**src/rtl/pig_dice_roller_if.sv**
```systemverilog
`default_nettype none
// ============================================================================
//  Module      : pig_dice_roller_if
//  Description : Controller <-> dice roller link. The controller owns the roll
//                request, seeding and statistics clear. The roller returns the
//                face, roll status and per-game statistics.
//  Revision    : 1.0 - initial release
// ============================================================================
interface pig_dice_roller_if;
  logic        en_roll;
  logic        seed_load;
  logic [15:0] seed;
  logic        clr_stats;
  logic [3:0]  dice;
  logic        rolling;
  logic        dice_valid;
  logic [15:0] roll_count;
  logic [15:0] ones_count;

  // Game controller side
  modport master (
    output en_roll, seed_load, seed, clr_stats,
    input  dice, rolling, dice_valid, roll_count, ones_count
  );

  // Dice roller side
  modport slave (
    input  en_roll, seed_load, seed, clr_stats,
    output dice, rolling, dice_valid, roll_count, ones_count
  );
endinterface
`default_nettype wire

```
**src/rtl/pig_dice_roller.sv**
```systemverilog
`default_nettype none
// ============================================================================
//  Module      : pig_dice_roller
//  Description : Pig dice source. Tumbles a 1..6 face every clock while
//                en_roll is high and freezes it when en_roll drops, so the
//                controller can use the face in its next state. Also keeps
//                saturating counts of completed rolls and of rolls ending on 1.
//  Revision    : 1.0 - initial release
// ============================================================================
module pig_dice_roller #(
  parameter logic [15:0] SEED   = 16'hACE1,
  parameter bit          RANDOM = 1'b1
) (
  input wire               clock,
  input wire               reset,
  pig_dice_roller_if.slave bus
);

  localparam logic [0:0]  c_IDLE    = 1'b0;
  localparam logic [0:0]  c_ROLLING = 1'b1;
  localparam logic [15:0] c_SAT     = 16'hFFFF;

  logic [15:0] r_lfsr;
  logic [3:0]  r_dice;
  logic [0:0]  r_state;
  logic        r_dice_valid;
  logic [15:0] r_roll_count;
  logic [15:0] r_ones_count;

  logic        w_lfsr_fb;
  logic [15:0] w_seed_val;
  logic [2:0]  w_step;
  logic [3:0]  w_sum;
  logic [3:0]  w_next_dice;
  logic [0:0]  w_next_state;
  logic        w_complete;

  // A zero load would lock the LFSR, so zero falls back to the reset seed.
  assign w_lfsr_fb  = r_lfsr[15] ^ r_lfsr[13] ^ r_lfsr[12] ^ r_lfsr[10];
  assign w_seed_val = (bus.seed == 16'd0) ? SEED : bus.seed;

  // Step size: LFSR-driven 1..4 in normal operation, constant 1 for demos.
  generate
    if (RANDOM) begin : g_random_step
      assign w_step = 3'd1 + {1'b0, r_lfsr[1:0]};
    end else begin : g_fixed_step
      assign w_step = 3'd1;
    end
  endgenerate

  // Zero-based face plus step is at most 5 + 4 = 9, so one subtraction of 6
  // is enough to wrap it back into range before converting to 1-based.
  assign w_sum       = (r_dice - 4'd1) + {1'b0, w_step};
  assign w_next_dice = (w_sum >= 4'd6) ? (w_sum - 4'd5) : (w_sum + 4'd1);

  // The FSM follows en_roll directly; leaving ROLLING marks a finished roll.
  assign w_next_state = bus.en_roll ? c_ROLLING : c_IDLE;
  assign w_complete   = (r_state == c_ROLLING) && !bus.en_roll;

  // Free-running LFSR; a seed load replaces that cycle's shift.
  always_ff @(posedge clock or posedge reset) begin
    if (reset) begin
      r_lfsr <= SEED;
    end else if (bus.seed_load) begin
      r_lfsr <= w_seed_val;
    end else begin
      r_lfsr <= {r_lfsr[14:0], w_lfsr_fb};
    end
  end

  // Tumble the face while rolling, hold it otherwise.
  always_ff @(posedge clock or posedge reset) begin
    if (reset) begin
      r_dice <= 4'd1;
    end else if (bus.en_roll) begin
      r_dice <= w_next_dice;
    end
  end

  // IDLE/ROLLING state register, exported as the rolling flag.
  always_ff @(posedge clock or posedge reset) begin
    if (reset) begin
      r_state <= c_IDLE;
    end else begin
      r_state <= w_next_state;
    end
  end

  // Face is valid from the completion edge until the next roll begins.
  always_ff @(posedge clock or posedge reset) begin
    if (reset) begin
      r_dice_valid <= 1'b0;
    end else if (bus.en_roll) begin
      r_dice_valid <= 1'b0;
    end else if (w_complete) begin
      r_dice_valid <= 1'b1;
    end
  end

  // Saturating roll statistics; a clear wins over a same-cycle completion.
  always_ff @(posedge clock or posedge reset) begin
    if (reset) begin
      r_roll_count <= 16'd0;
      r_ones_count <= 16'd0;
    end else if (bus.clr_stats) begin
      r_roll_count <= 16'd0;
      r_ones_count <= 16'd0;
    end else if (w_complete) begin
      if (r_roll_count != c_SAT) begin
        r_roll_count <= r_roll_count + 16'd1;
      end
      if ((r_dice == 4'd1) && (r_ones_count != c_SAT)) begin
        r_ones_count <= r_ones_count + 16'd1;
      end
    end
  end

  assign bus.dice       = r_dice;
  assign bus.rolling    = r_state[0];
  assign bus.dice_valid = r_dice_valid;
  assign bus.roll_count = r_roll_count;
  assign bus.ones_count = r_ones_count;

endmodule
`default_nettype wire

```
**src/flat_wrapper.sv**
```systemverilog
// flat-port wrapper written by rule: the top's interface ports become plain ports
module pig_dice_roller_flat 
#(
  parameter logic [15:0] SEED   = 16'hACE1,
  parameter bit          RANDOM = 1'b1
)
  (clock, reset, bus_en_roll, bus_seed_load, bus_seed, bus_clr_stats, bus_dice, bus_rolling, bus_dice_valid, bus_roll_count, bus_ones_count);
  pig_dice_roller_if bus_i ();
  input wire clock;
  input wire reset;
  input wire logic [$bits(bus_i.en_roll)-1:0] bus_en_roll;
  input wire logic [$bits(bus_i.seed_load)-1:0] bus_seed_load;
  input wire logic [$bits(bus_i.seed)-1:0] bus_seed;
  input wire logic [$bits(bus_i.clr_stats)-1:0] bus_clr_stats;
  output wire logic [$bits(bus_i.dice)-1:0] bus_dice;
  output wire logic [$bits(bus_i.rolling)-1:0] bus_rolling;
  output wire logic [$bits(bus_i.dice_valid)-1:0] bus_dice_valid;
  output wire logic [$bits(bus_i.roll_count)-1:0] bus_roll_count;
  output wire logic [$bits(bus_i.ones_count)-1:0] bus_ones_count;
  assign bus_i.en_roll = bus_en_roll;
  assign bus_i.seed_load = bus_seed_load;
  assign bus_i.seed = bus_seed;
  assign bus_i.clr_stats = bus_clr_stats;
  assign bus_dice = bus_i.dice;
  assign bus_rolling = bus_i.rolling;
  assign bus_dice_valid = bus_i.dice_valid;
  assign bus_roll_count = bus_i.roll_count;
  assign bus_ones_count = bus_i.ones_count;
  pig_dice_roller #(.SEED(SEED), .RANDOM(RANDOM)) u_core (.clock(clock), .reset(reset), .bus(bus_i));
endmodule
```
**config.mk**
```make
export PLATFORM = sky130hd
export DESIGN_NAME = pig_dice_roller_flat
export DESIGN_NICKNAME = d
export VERILOG_FILES = /design/src/rtl/pig_dice_roller_if.sv /design/src/rtl/pig_dice_roller.sv /design/src/flat_wrapper.sv
export SDC_FILE = /design/constraint.sdc
export NUM_CORES = 1
export LEC_CHECK = 0
export ABC_AREA = 0
export CAP_MARGIN = 25
export CORE_UTILIZATION = 25
export CTS_CLUSTER_DIAMETER = 50
export DETAILED_ROUTE_END_ITERATION = 10
export DONT_BUFFER_PORTS = 1
export PLACE_DENSITY = 0.37
export RECOVER_POWER = 50
export SETUP_SLACK_MARGIN = 0.1
export SYNTH_ARGS = -nofsm -noshare
export SYNTH_HDL_FRONTEND = slang
export SYNTH_SLANG_ARGS = --single-unit
```
**constraint.sdc**
```tcl
create_clock -name clock -period 3.47 [get_ports clock]
set_input_delay 0.8675 -clock clock [delete_from_list [all_inputs] [get_ports clock]]
set_output_delay 0.8675 -clock clock [all_outputs]
set_load 0.01 [all_outputs]
```
==> metrics.cfg <==
[timing]
min_period_ns = 3.018
slew_viol_final = 0
hold_viol = 0
clock_skew_ns = 0.005050
setup_viol = 0
finalSetupTns_ns = 0
max_freq_mhz = 331.3
fin_ws_ns = 0.4517
timing.final.crit_share_pct = 86.98
slew-limit-headroom_pct = 4.049
rsz0062_at_grt = false
tightestPinTransition_ns = 1.439

[clocking]
tritoncts = built
holdBufCountCts = 0
ctsResizeCount = 0
ctsRootBufferMaster = clkbuf_16
cts_buffers = 5
cts_buffer_depth = 2
clock_sinks = 54
post_cts_buffers = 0
clk_pin_slew_ns = 0.07
clock_latency_ns = 0.30
h-tree-depth = 2

[worst_hold_path]
hp-class = flop to flop
min_from = u_core.r_lfsr[9]$_DFF_PP0_
worstHoldEndpoint = u_core.r_lfsr[10]$_DFF_PP1_
min_path_cells = 1

[global_routing]
antenna_found_initial = 0
grt_pass1_vias = 2349
grt_pass1_wl_um = 12350
track_usage_pct = 12.63
grt-ovfl-total = 0
grt_start_max_net_pins = 55

[drt]
via_per_inst = 5.431
drt_iter0_markers = 143
wl_um = 7329
first_pass_iters = 4
vias = 2346
wl_per_cell_um = 16.97
ant_nets = 0
drc = 0

[setup_path]
reg2reg_depth = 11
regToRegSetupSlack_ns = 0.45
crit_chain = ha_1, inv_1, fa_1, inv_1, a21oi_1, o221ai_1, ha_1, a211oi_1, o21ai_0, a21oi_1, a311o_1
cp_max_fo = 5
r2r_end = u_core.bus.dice[3]$_DFFE_PP0P_
timing.rr.start = u_core.bus.dice[0]$_DFFE_PP1P_
arrival_ns = 3.26
cp_slowest_cell = dfstp_2
critPathKind = flop to flop
crit_required_ns = 3.71
worstSetupEndpointType = flop
crit_buf_inv = 2
critPathTopFamily = adder cells
cpPeakStageDelay_ns = 0.58
cp-startpoint = u_core.bus.dice[0]$_DFFE_PP1P_
worstSetupStartpointType = flop

[power_and_ir_drop]
p_per_area_nw_per_um2 = 549.3
intPower_w = 0.001226
p_sw_share_pct = 31.41
p_switching_w = 0.0005614
combPwrFrac_pct = 25.2
leakagePower_nw = 1.215
peakVddDrop_v = 0.0002519
power_frac_seq_pct = 43.3
pwr-share-clk_pct = 31.5

[cells_and_area]
most-common-layout-cells = dfrtp_1, a21oi_1, o31ai_1, or4_1
drive_above_1_share_pct = 12.80
synthToLayoutAreaGrowth_pct = 10.73
diodes = 0
fin_nets = 316
layout_commonest_cell = dfrtp_1

[die]
coreArea_sq_um = 11420
initial_utilization_pct = 25.73
die_w_um = 110.4
die_h_um = 110.4
die-area_sq_um = 12190
rows = 39
num_io_pins = 59

[yosys]
postSynth.asyncResetShare_pct = 100.0
ys_warn_count = 0
synth.avg_cell_area_sq_um = 10.13
syn_nets = 318
synth_seq_cells = 54
yosysSeqAreaShare_pct = 46.38
synth_edf_count = 0
ys_types = 47
syn_area_sq_um = 2938
synth_flop_cell = dfrtp_1
syn_inst = 290

[placement]
dp_hpwl_um = 4926
finalWeightedCongestion = 0.7672
port_buffers = 0
pre_cts_slack_ns = 0.4924

[run_status]
outcome = completed

[run]
max_cap_violations = 0

[kinds of logic after synthesis]
kind of cell	synth area share, %
AND/OR/NAND/NOR	22.15
AO/OA/AOI/OAI	17.59
flip-flops	46.38
buffers and inverters	3.577
multiplexers	5.324
adder cells (fa/ha/maj)	3.492
XOR/XNOR	1.491
[through the flow]
stage | hold slack, ns | util, % | cells | total power [W] | instance area, sq um
5_1_grt | 0.4933 | 28.49 | 432 | 0.001907 | 3253
3_5_place_dp | 0.4607 | 27.16 | 424 | 0.001240 | 3102
2_1_floorplan | 0.4497 | - | 290 | 0.001158 | 2938
6_report | 0.4736 | 28.49 | 432 | 0.001787 | 3253
4_1_cts | 0.4772 | 28.62 | 432 | 0.001827 | 3268
3_3_place_gp | 0.4551 | 27.16 | 424 | 0.001235 | 3102
[cell type report]
type,instances,area [sq um]
fill,1242,8165
tap,143,178.9
multi-input combinational,211,1476
inverter,13,48.80
sequential,54,1363
clock buffer,8,166.4
timing repair buffer,3,20.02
[routing by layer]
metal | up-vias | GRT usage [%] | wire, um
met2 | 68 | 20.33 | 3410
li1 | 1114 | - | -
met4 | 0 | 4.800 | 110
met1 | 1156 | 15.37 | 3276
met3 | 8 | 4.555 | 532
met5 | - | 0 | 0
[state kept, by name (all words and copies together), names as in the netlist]
| name | flops |
|---|---|
| u_core.bus.dice | 4 |
| u_core.bus.rolling | 1 |
| u_core.bus.ones_count | 16 |
| u_core.bus.dice_valid | 1 |
| u_core.r_lfsr | 16 |
| u_core.bus.roll_count | 16 |
[synthesized netlist by cell type, types with 6 or more instances]
master	count	area share, %
a21oi_1	29	4.9
inv_1	13	1.7
mux2_2	10	3.8
dfstp_2	9	8.0
nor4_1	9	1.9
dfrtp_1	45	38
or4_1	18	4.6
o21ai_0	9	1.5
nor2b_1	6	1.3
nand2_1	14	1.8
nand3_1	14	2.4
o31ai_1	20	5.1
nor2_1	12	1.5
clkbuf_1	8	1.0
o22a_1	8	2.4
nand4_1	10	2.1
[how the worst max path moves through the flow]
stage,to,slack [ns],depth (start not counted)
2_1_floorplan,u_core.bus.dice[3]$_DFFE_PP0P_,0.77,11
3_3_place_gp,u_core.bus.dice[3]$_DFFE_PP0P_,0.57,11
3_5_place_dp,u_core.bus.dice[3]$_DFFE_PP0P_,0.49,11
4_1_cts,u_core.bus.dice[3]$_DFFE_PP0P_,0.46,11
5_1_grt,u_core.bus.dice[3]$_DFFE_PP0P_,0.10,11
6_report,u_core.bus.dice[3]$_DFFE_PP0P_,0.45,11
[power by group through the flow]
stage,clock (W),sequential (W),combinational [W]
6_report,0.000562,0.000774,0.000450
5_1_grt,0.000606,0.000785,0.000517
4_1_cts,0.000595,0.000776,0.000455
3_5_place_dp,0,0.000788,0.000451
3_3_place_gp,0,0.000788,0.000447
2_1_floorplan,0,0.000754,0.000404
[worst register-to-register path: cells and delay by family, from the launching register on]
| kind | cells | cell delay [ns] |
|---|---|---|
| buffers and inverters | 2 | 0.19 |
| adder cells (fa/ha/maj) | 3 | 1.12 |
| flip-flops | 1 | 0.58 |
| AO/OA/AOI/OAI | 6 | 1.06 |
Power figures use the tool's default switching activity.
